<file path="config.mk">
export PLATFORM = sky130hd
export DESIGN_NAME = move_scheduler
export DESIGN_NICKNAME = d
export VERILOG_FILES = /design/src/rtl/move_scheduler.sv
export SDC_FILE = /design/constraint.sdc
export NUM_CORES = 1
export LEC_CHECK = 0
export BUFFER_PORTS_ARGS = -buffer_cell sky130_fd_sc_hd__buf_2
export CAP_MARGIN = 20
export CORE_MARGIN = 2
export CORE_UTILIZATION = 30
export DETAILED_ROUTE_END_ITERATION = 10
export GPL_TIMING_DRIVEN = 0
export PLACE_DENSITY_LB_ADDON = 0.08
export SYNTH_ARGS = -nofsm -noshare
export SYNTH_HDL_FRONTEND = slang
export SYNTH_SLANG_ARGS = --single-unit
</file>
<file path="constraint.sdc">
create_clock -name clk -period 2.8 [get_ports clk]
set_clock_uncertainty 0.15 [all_clocks]
set_input_delay 0.14 -clock clk [delete_from_list [all_inputs] [get_ports clk]]
set_output_delay 0.14 -clock clk [all_outputs]
set_load 0.05 [all_outputs]
</file>
<file path="src/rtl/move_scheduler.sv">
`default_nettype none
// ============================================================================
// Module   : move_scheduler
// Brief    : Beat-paced dance-game controller. Requests one move per beat,
//            opens a bounded hit window on it and scores button presses.
//            Define MOVE_SCHED_COMBO_EN to build the consecutive-hit counter.
// Revision : 1.0 - initial release
// ============================================================================
module move_scheduler #(
  parameter int BEAT_CYCLES   = 25_000_000,
  parameter int PULSE_CYCLES  = 4,
  parameter int WINDOW_CYCLES = 12_500_000
) (
  input  logic       clk,
  input  logic       reset_n,
  input  logic       start,
  input  logic [3:0] btn,
  input  logic [1:0] gen_move,
  input  logic       gen_end,
  output logic       gen_get_move,
  output logic       gen_reset,
  output logic [1:0] target,
  output logic       target_valid,
  output logic       hit,
  output logic       miss,
  output logic [7:0] score,
  output logic [7:0] combo,
  output logic       busy,
  output logic       done
);

  localparam int c_BEAT_W  = $clog2(BEAT_CYCLES);
  localparam int c_PULSE_W = $clog2(PULSE_CYCLES + 1);
  localparam int c_WIN_W   = $clog2(WINDOW_CYCLES + 1);

  localparam logic [c_BEAT_W-1:0]  c_BEAT_LAST  = c_BEAT_W'(BEAT_CYCLES - 1);
  localparam logic [c_BEAT_W-1:0]  c_BEAT_ONE   = c_BEAT_W'(1);
  localparam logic [c_PULSE_W-1:0] c_PULSE_LAST = c_PULSE_W'(PULSE_CYCLES - 1);
  localparam logic [c_PULSE_W-1:0] c_PULSE_ONE  = c_PULSE_W'(1);
  localparam logic [c_WIN_W-1:0]   c_WIN_LAST   = c_WIN_W'(WINDOW_CYCLES - 1);
  localparam logic [c_WIN_W-1:0]   c_WIN_ONE    = c_WIN_W'(1);

  typedef enum logic [2:0] {
    S_IDLE   = 3'd0,
    S_START  = 3'd1,
    S_FETCH  = 3'd2,
    S_SETTLE = 3'd3,
    S_ARMED  = 3'd4,
    S_GAP    = 3'd5,
    S_DONE   = 3'd6
  } state_t;

  state_t               r_state;
  logic                 r_gen_get_move;
  logic                 r_gen_reset;
  logic [1:0]           r_target;
  logic                 r_last;
  logic                 r_target_valid;
  logic                 r_hit;
  logic                 r_miss;
  logic [7:0]           r_score;
  logic                 r_busy;
  logic                 r_done;
  logic                 r_start_cnt;
  logic [c_BEAT_W-1:0]  r_beat_cnt;
  logic [c_PULSE_W-1:0] r_pulse_cnt;
  logic [c_WIN_W-1:0]   r_win_cnt;
  logic [3:0]           r_btn_q;

  logic [3:0] w_rise;
  logic       w_edge;
  logic       w_exact;
  logic       w_win_end;
  logic       w_beat_wrap;
  logic       w_start_go;
  logic       w_judge;
  logic       w_judge_hit;

  // A hit needs the target bit to be the only rising bit this cycle.
  assign w_rise      = btn & ~r_btn_q;
  assign w_edge      = |w_rise;
  assign w_exact     = (w_rise == (4'b0001 << r_target));
  assign w_win_end   = (r_win_cnt == c_WIN_LAST);
  assign w_beat_wrap = (r_beat_cnt == c_BEAT_LAST);
  assign w_start_go  = ((r_state == S_IDLE) || (r_state == S_DONE)) && start;
  assign w_judge     = (r_state == S_ARMED) && (w_edge || w_win_end);
  assign w_judge_hit = w_judge && w_edge && w_exact;

  always_ff @(posedge clk or negedge reset_n) begin
    if (!reset_n) begin
      r_btn_q <= 4'b0000;
    end else begin
      r_btn_q <= btn;
    end
  end

  always_ff @(posedge clk or negedge reset_n) begin
    if (!reset_n) begin
      r_state        <= S_IDLE;
      r_gen_get_move <= 1'b0;
      r_gen_reset    <= 1'b1;
      r_target       <= 2'd0;
      r_last         <= 1'b0;
      r_target_valid <= 1'b0;
      r_hit          <= 1'b0;
      r_miss         <= 1'b0;
      r_score        <= 8'd0;
      r_busy         <= 1'b0;
      r_done         <= 1'b0;
      r_start_cnt    <= 1'b0;
      r_beat_cnt     <= '0;
      r_pulse_cnt    <= '0;
      r_win_cnt      <= '0;
    end else begin
      r_hit  <= 1'b0;
      r_miss <= 1'b0;
      if (r_state inside {S_FETCH, S_SETTLE, S_ARMED, S_GAP}) begin
        r_beat_cnt <= w_beat_wrap ? '0 : r_beat_cnt + c_BEAT_ONE;
      end
      case (r_state)
        S_IDLE, S_DONE: begin
          r_gen_reset <= 1'b0;
          if (r_state == S_DONE) begin
            r_busy <= 1'b0;
            r_done <= 1'b1;
          end
          if (w_start_go) begin
            r_state     <= S_START;
            r_gen_reset <= 1'b1;
            r_busy      <= 1'b1;
            r_done      <= 1'b0;
            r_score     <= 8'd0;
            r_beat_cnt  <= '0;
            r_start_cnt <= 1'b0;
          end
        end
        S_START: begin
          if (!r_start_cnt) begin
            r_start_cnt <= 1'b1;
          end else begin
            r_state        <= S_FETCH;
            r_gen_reset    <= 1'b0;
            r_gen_get_move <= 1'b1;
            r_pulse_cnt    <= '0;
          end
        end
        S_FETCH: begin
          r_pulse_cnt <= r_pulse_cnt + c_PULSE_ONE;
          if (r_pulse_cnt == c_PULSE_LAST) begin
            r_gen_get_move <= 1'b0;
            r_state        <= S_SETTLE;
          end
        end
        S_SETTLE: begin
          r_target       <= gen_move;
          r_last         <= gen_end;
          r_target_valid <= 1'b1;
          r_win_cnt      <= '0;
          r_state        <= S_ARMED;
        end
        S_ARMED: begin
          r_win_cnt <= r_win_cnt + c_WIN_ONE;
          if (w_judge) begin
            r_target_valid <= 1'b0;
            if (w_judge_hit) begin
              r_hit   <= 1'b1;
              r_score <= (r_score == 8'hFF) ? r_score : r_score + 8'd1;
            end else begin
              r_miss <= 1'b1;
            end
            r_state <= r_last ? S_DONE : S_GAP;
          end
        end
        S_GAP: begin
          if (w_beat_wrap) begin
            r_state        <= S_FETCH;
            r_gen_get_move <= 1'b1;
            r_pulse_cnt    <= '0;
          end
        end
        default: r_state <= S_IDLE;
      endcase
    end
  end

`ifdef MOVE_SCHED_COMBO_EN
  logic [7:0] r_combo;

  always_ff @(posedge clk or negedge reset_n) begin
    if (!reset_n) begin
      r_combo <= 8'd0;
    end else if (w_start_go) begin
      r_combo <= 8'd0;
    end else if (w_judge) begin
      if (w_judge_hit) begin
        r_combo <= (r_combo == 8'hFF) ? r_combo : r_combo + 8'd1;
      end else begin
        r_combo <= 8'd0;
      end
    end
  end

  assign combo = r_combo;
`else
  assign combo = 8'd0;
`endif

  assign gen_get_move = r_gen_get_move;
  assign gen_reset    = r_gen_reset;
  assign target       = r_target;
  assign target_valid = r_target_valid;
  assign hit          = r_hit;
  assign miss         = r_miss;
  assign score        = r_score;
  assign busy         = r_busy;
  assign done         = r_done;

endmodule
`default_nettype wire

</file>
==> results of run 1 <==
## cells in the mapped netlist (8+ instances only)
cell	number	share of area
xnor2_1	11	0.024
o21ai_0	13	0.016
nor2_1	49	0.045
o21ai_1	15	0.018
nand3_1	31	0.038
o211ai_1	9	0.017
a21oi_1	11	0.014
xor2_1	14	0.030
mux2i_1	8	0.020
buf_4	8	0.015
dfrtp_1	77	0.47
nor3_1	8	0.0099
nand2_1	49	0.045
clkbuf_1	9	0.0083
nand4_1	16	0.025
## worst paths after layout
check | startpoint | cells after the start | to
setup reg to reg | r_beat_cnt[10] | 7 | r_beat_cnt[18]
max in group asynchronous | reset_n | 3 | r_win_cnt[23]
hold reg to reg | r_win_cnt[23] | 1 | r_win_cnt[23]
min in group clk | btn[1] | 2 | r_btn_q[1]
setup / recovery | r_beat_cnt[10] | 7 | r_beat_cnt[18]
hold / removal | reset_n | 2 | r_pulse_cnt[2]
## cell type report
type | instances | area share
Clock buffer | 11 | 0.04790
Multi-Input combinational cell | 328 | 0.4069
Timing Repair Buffer | 37 | 0.05305
Tap cell | 176 | 0.04533
Sequential cell | 78 | 0.4020
Buffer | 24 | 0.02833
Inverter | 8 | 0.006181
Clock inverter | 5 | 0.01030
## critical path, delay by kind of cell (launching register included)
kind | cells | cell delay, ns
buffers and inverters | 1 | 0.18
flip-flops | 1 | 0.44
AND/OR/NAND/NOR | 6 | 1.71
## power breakdown
part	leakage [nW]	internal (mW)	switching (mW)
sequential	1.04	1.29	0.127
combinational	0.935	0.427	0.894
clock	0.143	0.685	0.468
total	2.12	2.41	1.49
## sequential cells by signal, indices dropped and copies added, names as in the netlist
| name | cells |
|---|---|
| hit | 1 |
| target | 2 |
| busy | 1 |
| r_start_cnt | 1 |
| target_valid | 1 |
| gen_get_move | 1 |
| r_pulse_cnt | 3 |
| r_btn_q | 4 |
| score | 8 |
| r_last | 1 |
| r_state | 3 |
| miss | 1 |
| gen_reset | 1 |
| r_win_cnt | 24 |
| r_beat_cnt | 25 |
| done | 1 |
## what timing repair did
action | 4_1_cts | 5_1_grt
hold endpoints to repair | 86 | 0
setup endpoints to repair | 0 | 5
setup buffers | 0 | 1
gates resized for setup | 0 | 1
hold buffers | 9 | 0
## cells by family (layout without fill, tap and decap cells)
logic type	Yosys count	in the layout
AO/OA/AOI/OAI	69	69
adder cells (fa/ha/maj)	5	5
multiplexers	13	13
AND/OR/NAND/NOR	208	208
flip-flops	78	78
XOR/XNOR	25	25
buffers and inverters	32	85
other	1	8
## layer usage
layer,vias up,share of wire,routed length (um)
met5,-,0,0
met4,0,0.013,120
met3,11,0.039,363
met2,40,0.46,4239
met1,1582,0.49,4503
li1,1629,-,-
==> summary.md, run 1 <==
| Metric | Value |
|---|---|
| Area added between synthesis and finish | `19.59%` |
| Number of nets with antenna violations after routing | `0` |
| Final setup violating endpoints | `0` |
| Commonest cells after routing, fill and taps aside | `77 x dfrtp_1, 49 x nand2_1, 49 x nor2_1` |
| Synth Register Bits | `78` |
| Worst path required time | `2.88 ns` |
| Crit path time final | `around 2.6 ns` |
| Worst relative slew slack | `0.4509` |
| Share of synthesized cell area in full adder, half adder and majority cells | `0.01540` |
| Count of yosys warnings during synthesis | `0` |
| Endpoints failing hold | `0` |
| Critical path fanouts, max | `10` |
| Highest cell delay on the worst timing path | `0.53 ns` |
| RSZ-0062 raised after global routing | `no` |
| Fraction of synthesized area in multiplexers | `0.03449` |
| Proportion of synthesized flip-flops having asynchronous set or reset | `1.000` |
| Cell at the root of the clock tree | `clkbuf_16` |
| Latest clock arrival within the worst-skew pair | `0.35 ns` |
| GR Overflow Total | `0` |
| Final Core Density | `0.3669` |
| Wire length per cell after detailed routing | `13.83 um` |
| Routability congestion estimate | `around 0.74` |
| Number of DRC markers in iteration 0 | `167` |
| Busiest metal layer after global routing | `met2` |
| Number of buffers inserted during clock tree synthesis | `9` |
| Count of placed standard cells including taps | `641` |
| Post-Synthesis Mean Instance Area | `between 9 and 10 sq um` |
| Share of post-route cells with drive strength above 1 | `0.1324` |
| Port buffer count | `26` |
| Clock tree from TritonCTS | `built` |
| Detailed-route wire length | `9.226 mm` |
| Pwr Density | `801.5 mW/mm^2` |
| Critical path class | `flip-flop to flip-flop` |
| Standard cell with the maximum stage delay on the critical path | `or4b_1` |
| Highest attainable clock frequency | `around 0.39 GHz` |
| GR Layer Usage met1 | `0.1839` |
| Design Area, Final | `0.004858 sq mm` |
| FP Rows | `42` |
| Number of inserted filler cells in the final layout | `1,384` |
| FF/Latch Area | `0.001953 sq mm` |
| Overall track demand over capacity in global routing | `0.1409` |
| Result of the run | `finished clean` |
| Clock input transition at the sequential cells of the worst setup and hold paths | `approximately 0.06 ns` |
| Post-synth EDFFs | `0` |
| First-pass iteration count of the detailed router | `4` |
| Post-Syn Area | `0.004063 sq mm` |
| Worst Path Arrival | `2.68 ns` |
| Maximum buffer depth of the clock tree | `2` |
| Initial core utilization | `0.3068` |
| Area occupied by multi-input gates | `0.001977 sq mm` |
| First-pass GRT wire length | `16.03 mm` |
| Area share of xor/xnor cells in the synthesized design | `0.05390` |
| Compound-Gate Fraction of Synth Area | `0.1090` |
| Slew at the pin closest to its max-slew limit | `a little over 0.8 ns` |
| Hold Slack | `0.1100 ns` |
| Number of antenna diodes | `0` |
| Total number of nets in the final design | `501` |
| Number of primary I/O pins | `35` |
| Max-Cap Viols | `0` |
| Number of antenna violations at the first check in global routing | `0` |
| Count of vias placed by the detailed router | `3,262` |
| Total DRC errors in the routed layout | `0` |
| Cell breakdown of the critical path | `or4b_1 -> or4_4 -> nor4_4 -> nand2_1 -> nand2_2 -> buf_6 -> nor2_1` |
| Routing usage on met2 | `0.2193` |
| HP Class | `input port to asynchronous set/reset pin` |
| Nature of the critical path startpoint | `flip-flop` |
| Deepest level of the CTS H-tree | `3` |
| Commonest non-fill, non-tap cell in the layout | `dfrtp_1` |
| Number of cells produced by synthesis | `431` |
| Worst setup timing slack at the placement stage | `0.04555 ns` |
| Fin crit share | `0.9269` |
| Die X-Extent | `120.4 um` |
| Worst IR drop on VDD | `about 0.35 mV` |
| Met3 Resource Use GR | `0.05094` |
| Placed cell areas | `about 0.0045 sq mm` |
| Static Leak | `2.118 nW` |
| Number of global-route vias before repair | `around 3,300` |
| Power Total | `3.894 mW` |
| PnR worst setup slack | `0.2046 ns` |
| Hpwl dp | `6.553 mm` |
| Count of unique library cells instantiated by Yosys | `59` |
| Pins over their slew limit | `0` |
| Total negative slack for setup checks | `0 ns` |
| Total core area | `approximately 0.013 sq mm` |
| Average via count per standard cell | `4.891` |
| Register-to-register setup slack | `0.20 ns` |
| Combinational family with the most area after synthesis | `simple AND/OR/NAND/NOR gates` |
| Setup crit end kind | `flip-flop` |
| Die height | `~120 um` |
| Clock Sinks | `78` |
| Share of synthesized area occupied by flip-flops and latches | `0.4808` |
| Leading register cell type out of synthesis | `dfrtp_1` |
| Maximum number of pins on one net before global-route repair | `between 50 and 60` |
| Simple logic cell fraction of the synthesized area | `0.2642` |
| Die Area | `0.01449 sq mm` |
| Fin cells | `667` |
Power figures use the tool's default switching activity.
==> run 2: changes to the inputs <==
--- a/config.mk
+++ b/config.mk
@@ -5,6 +5,7 @@
 export SDC_FILE = /design/constraint.sdc
 export NUM_CORES = 1
 export LEC_CHECK = 0
+export ABC_AREA = 1
 export BUFFER_PORTS_ARGS = -buffer_cell sky130_fd_sc_hd__buf_2
 export CAP_MARGIN = 20
 export CORE_MARGIN = 2
==> summary.md, run 2 <==
| Metric | Value |
|---|---|
| Nature of the critical path startpoint | `flip-flop` |
| Wire length per cell after detailed routing | `12.91 um` |
| Standard cell with the maximum stage delay on the critical path | `dfrtp_1` |
| Static Leak | `2.627 nW` |
| Number of nets with antenna violations after routing | `0` |
| Routing usage on met2 | `0.2431` |
| Average via count per standard cell | `around 4.6` |
| Total number of nets in the final design | `711` |
| Synth area leader | `dfrtp_1` |
| Number of antenna diodes | `0` |
| Post-Syn Area | `0.004672 sq mm` |
| Cell mode on critical path | `nand2_1` |
| Number of buffers inserted during clock tree synthesis | `9` |
| Final setup violating endpoints | `0` |
| Leading register cell type out of synthesis | `dfrtp_1` |
| Highest cell delay on the worst timing path | `0.44 ns` |
| Die Area | `roughly 0.017 sq mm` |
| Routability congestion estimate | `0.8144` |
| Worst setup timing slack at the placement stage | `0.8100 ns` |
| GR Layer Usage met1 | `0.1994` |
| HP Class | `input port to asynchronous set/reset pin` |
| Clock tree from TritonCTS | `built` |
| Die height | `roughly 130 um` |
| Busiest metal layer after global routing | `met2` |
| Number of primary I/O pins | `35` |
| Maximum number of pins on one net before global-route repair | `59` |
| Area added between synthesis and finish | `17.43%` |
| Total DRC errors in the routed layout | `0` |
| Number of DRC markers in iteration 0 | `211` |
| Worst IR drop on VDD | `between 0.3 and 0.4 mV` |
| Register with the most flip-flops | `r_beat_cnt` |
| GR Overflow Total | `0` |
| Max FFs per register | `25` |
| FP Rows | `45` |
| Post-Synthesis Mean Instance Area | `7.277 sq um` |
| Slew at the pin closest to its max-slew limit | `0.5415 ns` |
| Total buffers and inverters traversed by the critical path | `1` |
| Worst relative slew slack | `0.6390` |
| Result of the run | `finished clean` |
| Sequential cell fraction of total power | `0.346` |
| Cell breakdown of the critical path | `inv_1 -> nand2_1 -> nand2_1 -> nand2_1 -> nor2_1 -> nand3_1 -> nand2_2 -> nand3_2 -> nand2_1 -> nand2_1` |
| PnR worst setup slack | `0.8412 ns` |
| Total negative slack for setup checks | `0 ns` |
| Die X-Extent | `128.8 um` |
| Worst path required time | `~2.9 ns` |
| Critical path fanouts, max | `8` |
| Count of vias placed by the detailed router | `a little over 4,000` |
| Combinational share of power | `0.361` |
| Synth Register Bits | `78` |
| Fin crit share | `0.6996` |
| Maximum buffer depth of the clock tree | `2` |
| Commonest non-fill, non-tap cell in the layout | `nand2_1` |
| Area share of the largest cell type after synthesis | `0.4124` |
| Deepest level of the CTS H-tree | `3` |
| Post-synth EDFFs | `0` |
| Initial core utilization | `0.3073` |
| Count of unique library cells instantiated by Yosys | `42` |
| Crit path time final | `1.959 ns` |
| Proportion of synthesized flip-flops having asynchronous set or reset | `1.000` |
| Switching power | `roughly 1.7 mW` |
| Hpwl dp | `8.537 mm` |
| Detailed-route wire length | `roughly 11 mm` |
| Number of global-route vias before repair | `4,026` |
| Internal Power | `2.473 mW` |
| Setup crit end kind | `flip-flop` |
| First-pass GRT wire length | `approximately 20 mm` |
| Clock Sinks | `78` |
| Latest clock arrival within the worst-skew pair | `~0.35 ns` |
| Max-Cap Viols | `0` |
| Count of yosys warnings during synthesis | `0` |
| Switching share of total power | `0.4020` |
| Number of antenna violations at the first check in global routing | `0` |
| Share of post-route cells with drive strength above 1 | `0.1469` |
| Power Total | `4.135 mW` |
| Cell with the most instances after synthesis | `nand2_1` |
| Critical path class | `flip-flop to flip-flop` |
| Biggest area contributors in the synthesized netlist | `dfrtp_1 41%, nand2_1 13%, nor2_1 7.7%` |
| Worst Path Arrival | `approximately 2 ns` |
| Clock input transition at the sequential cells of the worst setup and hold paths | `0.06 ns` |
| Most frequent cells after synthesis | `165 x nand2_1, 96 x nor2_1, 82 x inv_1` |
| Share of synthesized area occupied by flip-flops and latches | `0.4181` |
| Met3 Resource Use GR | `0.02453` |
| Resize count post-CTS | `0` |
| Commonest cells after routing, fill and taps aside | `165 x nand2_1, 96 x nor2_1, 82 x inv_1` |
| Cell at the root of the clock tree | `clkbuf_16` |
| Endpoints failing hold | `0` |
| Total core area | `between 0.015 and 0.02 sq mm` |
| Port buffer count | `26` |
| Pwr Density | `between 700 and 800 mW/mm^2` |
| Number of cells produced by synthesis | `642` |
| Clock share of power | `0.294` |
| First-pass iteration count of the detailed router | `5` |
| Pins over their slew limit | `0` |
| Cell family contributing the most delay on the critical path | `simple AND/OR/NAND/NOR gates` |
| Highest attainable clock frequency | `0.5105 GHz` |
| RSZ-0062 raised after global routing | `no` |
| Overall track demand over capacity in global routing | `0.1507` |
[run 2: metal layers]
layer | vias up | share of wire
met5 | - | 0
met4 | 0 | 0.023
met3 | 19 | 0.025
met2 | 53 | 0.45
met1 | 1867 | 0.50
li1 | 2153 | -
[run 2: cell families (layout without fill, tap and decap cells)]
kind of cell               Yosys count  after routing  synth area share
AOI/OAI and AO/OA                   54             54           0.06400
xor gates and xnor gates             7              7           0.01312
adders and majority gates            5              5           0.01339
buffers and inverters              106            158           0.09909
DFF                                 78             78            0.4181
other                                1              8         0.0008027
and+or+nand+nor                    391            391            0.3915
[run 2: worst paths after layout]
path,startpoint,end,slack (ns),cells after the start
setup / recovery,target[1],score[6],0.84,10
hold / removal,reset_n,r_btn_q[2],0.09,2
setup reg to reg,target[1],score[6],0.84,10
hold reg to reg,target_valid,target_valid,0.33,2
max in group asynchronous,reset_n,gen_reset,1.77,3
min in group clk,btn[2],r_btn_q[2],0.31,2
[run 2: cell type report]
| class | count | area, sq um |
|---|---|---|
| Fill cell | 1587 | 9716 |
| Multi-Input combinational cell | 465 | 2282 |
| Sequential cell | 78 | 1953 |
| Inverter | 90 | 339.1 |
| Clock buffer | 13 | 260.3 |
| Timing Repair Buffer | 36 | 250.2 |
| Tap cell | 188 | 235.2 |
| Buffer | 16 | 123.9 |
| Clock inverter | 3 | 42.54 |
[run 2: metrics by stage]
stage	cell area, sq um	hold slack (ns)	utilization	std cells
after floorplan	4698	-0.3056	-	649
after global placement	5064	0.1247	0.3331	863
after detailed placement	5094	-0.09016	0.3351	864
after CTS	5487	0.09507	0.3609	889
after global routing	5487	0.1200	0.3609	889
final	5487	0.08611	0.3609	889
[run 2: power groups by stage]
stage	Combinational [mW]	Sequential, mW	Clock, mW
after floorplan	0.934	1.64	0
after global placement	1.50	1.45	0
after detailed placement	1.51	1.45	0
after CTS	1.52	1.43	1.25
after global routing	1.69	1.46	1.30
final	1.49	1.43	1.21
[run 2: timing repair]
| item | 4_1_cts | 5_1_grt |
|---|---|---|
| hold endpoints to repair | 86 | 0 |
| hold buffers | 9 | 0 |
| setup buffers | 0 | 0 |
==> run 3: changes to the inputs <==
==> constraint.sdc (replaced) <==
create_clock -name clk -period 1.6 [get_ports clk]
set_clock_uncertainty 0.15 [all_clocks]
set_input_delay 0.08 -clock clk [delete_from_list [all_inputs] [get_ports clk]]
set_output_delay 0.08 -clock clk [all_outputs]
set_load 0.05 [all_outputs]
==> summary.md, run 3 (same netlist as run 2, synthesis figures left out) <==
| Metric | Value |
|---|---|
| Switching share of total power | `0.4021` |
| Clock input transition at the sequential cells of the worst setup and hold paths | `0.06 ns` |
| Switching power | `roughly 3.7 mW` |
| Fin cells | `952` |
| Met3 Resource Use GR | `0.02869` |
| First-pass GRT wire length | `21.41 mm` |
| Critical path class | `flip-flop to flip-flop` |
| Register with the most flip-flops | `r_beat_cnt` |
| Placed cell areas | `0.005134 sq mm` |
| Failing checks | `setup timing` |
| Die height | `roughly 130 um` |
| Clock tree from TritonCTS | `built` |
| Combinational share of power | `0.472` |
| Crit Reg-Reg Startpoint | `r_beat_cnt[0]` |
| PnR worst setup slack | `-0.1312 ns` |
| Overall track demand over capacity in global routing | `0.1639` |
| Static Leak | `3.211 nW` |
| Initial core utilization | `0.3073` |
| Total number of nets in the final design | `774` |
| Worst Path Arrival | `1.81 ns` |
| Endpoints failing hold | `0` |
| Area added between synthesis and finish | `46.84%` |
| Number of buffers inserted during clock tree synthesis | `9` |
| Cell at the root of the clock tree | `clkbuf_16` |
| FP Rows | `45` |
| Fin crit share | `1.082` |
| Total buffers and inverters traversed by the critical path | `1` |
| Number of antenna diodes | `0` |
| Design Area, Final | `0.006860 sq mm` |
| Wire length per cell after detailed routing | `13.99 um` |
| Commonest non-fill, non-tap cell in the layout | `nand2_1` |
| Die Area | `approximately 0.017 sq mm` |
| Highest attainable clock frequency | `a little under 0.6 GHz` |
| Busiest metal layer after global routing | `met2` |
| HP Class | `input port to asynchronous set/reset pin` |
| Critical path fanouts, max | `5` |
| Worst IR drop on VDD | `0.6521 mV` |
| Detailed-route wire length | `13.32 mm` |
| GR Layer Usage met1 | `0.2190` |
| Setup crit end kind | `flip-flop` |
| Standard cell with the maximum stage delay on the critical path | `dfrtp_1` |
| Worst path required time | `1.68 ns` |
| Latest clock arrival within the worst-skew pair | `approximately 0.34 ns` |
| Hold Slack | `0.009931 ns` |
| Maximum buffer depth of the clock tree | `2` |
| Cell breakdown of the critical path | `ha_4 -> nand2_4 -> nor2_4 -> nand2_2 -> nor2_4 -> nand4_1 -> nand2_4 -> clkbuf_16 -> nor2_1` |
| Max FFs per register | `25` |
| Max-Cap Viols | `0` |
| GR Overflow Total | `0` |
| Share of post-route cells with drive strength above 1 | `0.3717` |
| Nature of the critical path startpoint | `flip-flop` |
| Count of placed standard cells including taps | `around 860` |
| Routability congestion estimate | `0.8622` |
| Crit path time final | `about 1.7 ns` |
| Maximum number of pins on one net before global-route repair | `63` |
| Pwr Density | `1329 mW/mm^2` |
| Clock Sinks | `78` |
| Hpwl dp | `8.480 mm` |
| Number of nets with antenna violations after routing | `0` |
| Routing usage on met2 | `0.2677` |
| Number of antenna violations at the first check in global routing | `0` |
| RSZ-0062 raised after global routing | `yes` |
| Total DRC errors in the routed layout | `0` |
| Count of vias placed by the detailed router | `4,514` |
| Setup crit start | `r_beat_cnt[0]` |
| Pins over their slew limit | `0` |
| Total core area | `about 0.015 sq mm` |
| Port buffer count | `26` |
| Cell family contributing the most delay on the critical path | `simple AND/OR/NAND/NOR gates` |
| Sequential cell fraction of total power | `0.281` |
| Result of the run | `finished, violations left` |
| Highest cell delay on the worst timing path | `0.40 ns` |
| Clock share of power | `0.247` |
| Internal Power | `approximately 5.5 mW` |
| Final setup violating endpoints | `52` |
| Number of global-route vias before repair | `approximately 4,300` |
| Commonest cells after routing, fill and taps aside | `141 x nand2_1, 73 x inv_1, 70 x nor2_1` |
| First-pass iteration count of the detailed router | `4` |
| Average via count per standard cell | `roughly 4.7` |
| Number of primary I/O pins | `35` |
| Die X-Extent | `128.8 um` |
| Deepest level of the CTS H-tree | `3` |
| Number of DRC markers in iteration 0 | `279` |
| Number of inserted filler cells in the final layout | `~1,500` |
run 3: power groups by stage:
stage / logic [mW] / clock network (mW) / registers, mW
2_1_floorplan: 1.66 / 0 / 2.88
4_1_cts: 3.57 / 2.31 / 2.52
6_report: 4.30 / 2.25 / 2.57
3_5_place_dp: 2.66 / 0 / 2.56
3_3_place_gp: 2.63 / 0 / 2.55
5_1_grt: 4.68 / 2.40 / 2.60
run 3: area by class of cell:
| class | instances | area, sq um | share of cell area |
|---|---|---|---|
| Sequential cell | 78 | 1973 | 0.2876 |
| Clock inverter | 4 | 70.07 | 0.01021 |
| Multi-Input combinational cell | 466 | 2947 | 0.4295 |
| Clock buffer | 12 | 246.5 | 0.03593 |
| Timing Repair Buffer | 98 | 850.8 | 0.1240 |
| Buffer | 16 | 177.7 | 0.02590 |
| Inverter | 90 | 360.3 | 0.05253 |
| Tap cell | 188 | 235.2 | 0.03429 |
run 3: timing repair:
item | in CTS | in global routing
buffers inserted | 41 | 17
resized for setup | 85 | 122
pin swaps | 31 | 38
hold buffers | 9 | 0
hold endpoints to repair | 87 | 0
setup endpoints to repair | 64 | 68
cloned | 2 | 3
run 3: path summary, 6_finish.rpt:
path	slack [ns]	depth (start not counted)	to
min in group clk	0.25	2	r_btn_q[0]
setup reg to reg	-0.13	9	r_beat_cnt[6]
hold / removal	0.01	2	r_btn_q[0]
setup / recovery	-0.13	9	r_beat_cnt[6]
max in group asynchronous	0.67	3	score[0]
hold reg to reg	0.34	2	gen_reset
run 3: stage by stage:
step / setup slack, ns / setup TNS [ns] / util / power [mW]
global route: -0.2109 / -8.868 / 0.4513 / 9.675
CTS: -0.1588 / -3.890 / 0.4082 / 8.405
finish: -0.1312 / -3.476 / 0.4513 / 9.121
global placement: -0.6196 / -47.65 / 0.3357 / 5.180
floorplan: -0.1645 / -1.286 / - / 4.537
detailed placement: -0.3178 / -12.15 / 0.3377 / 5.222
run 3: worst reg2reg max path, delay by kind of cell (launching register included):
kind	cells	cell delay, ns
DFF	1	0.40
buffers and inverters	1	0.17
and+or+nand+nor	7	0.72
adders and majority gates	1	0.18
run 3: metal layers:
metal,share of wire,wire [um]
met5,0,0
met1,0.46,6077
met3,0.038,500
met4,0.019,259
met2,0.49,6479
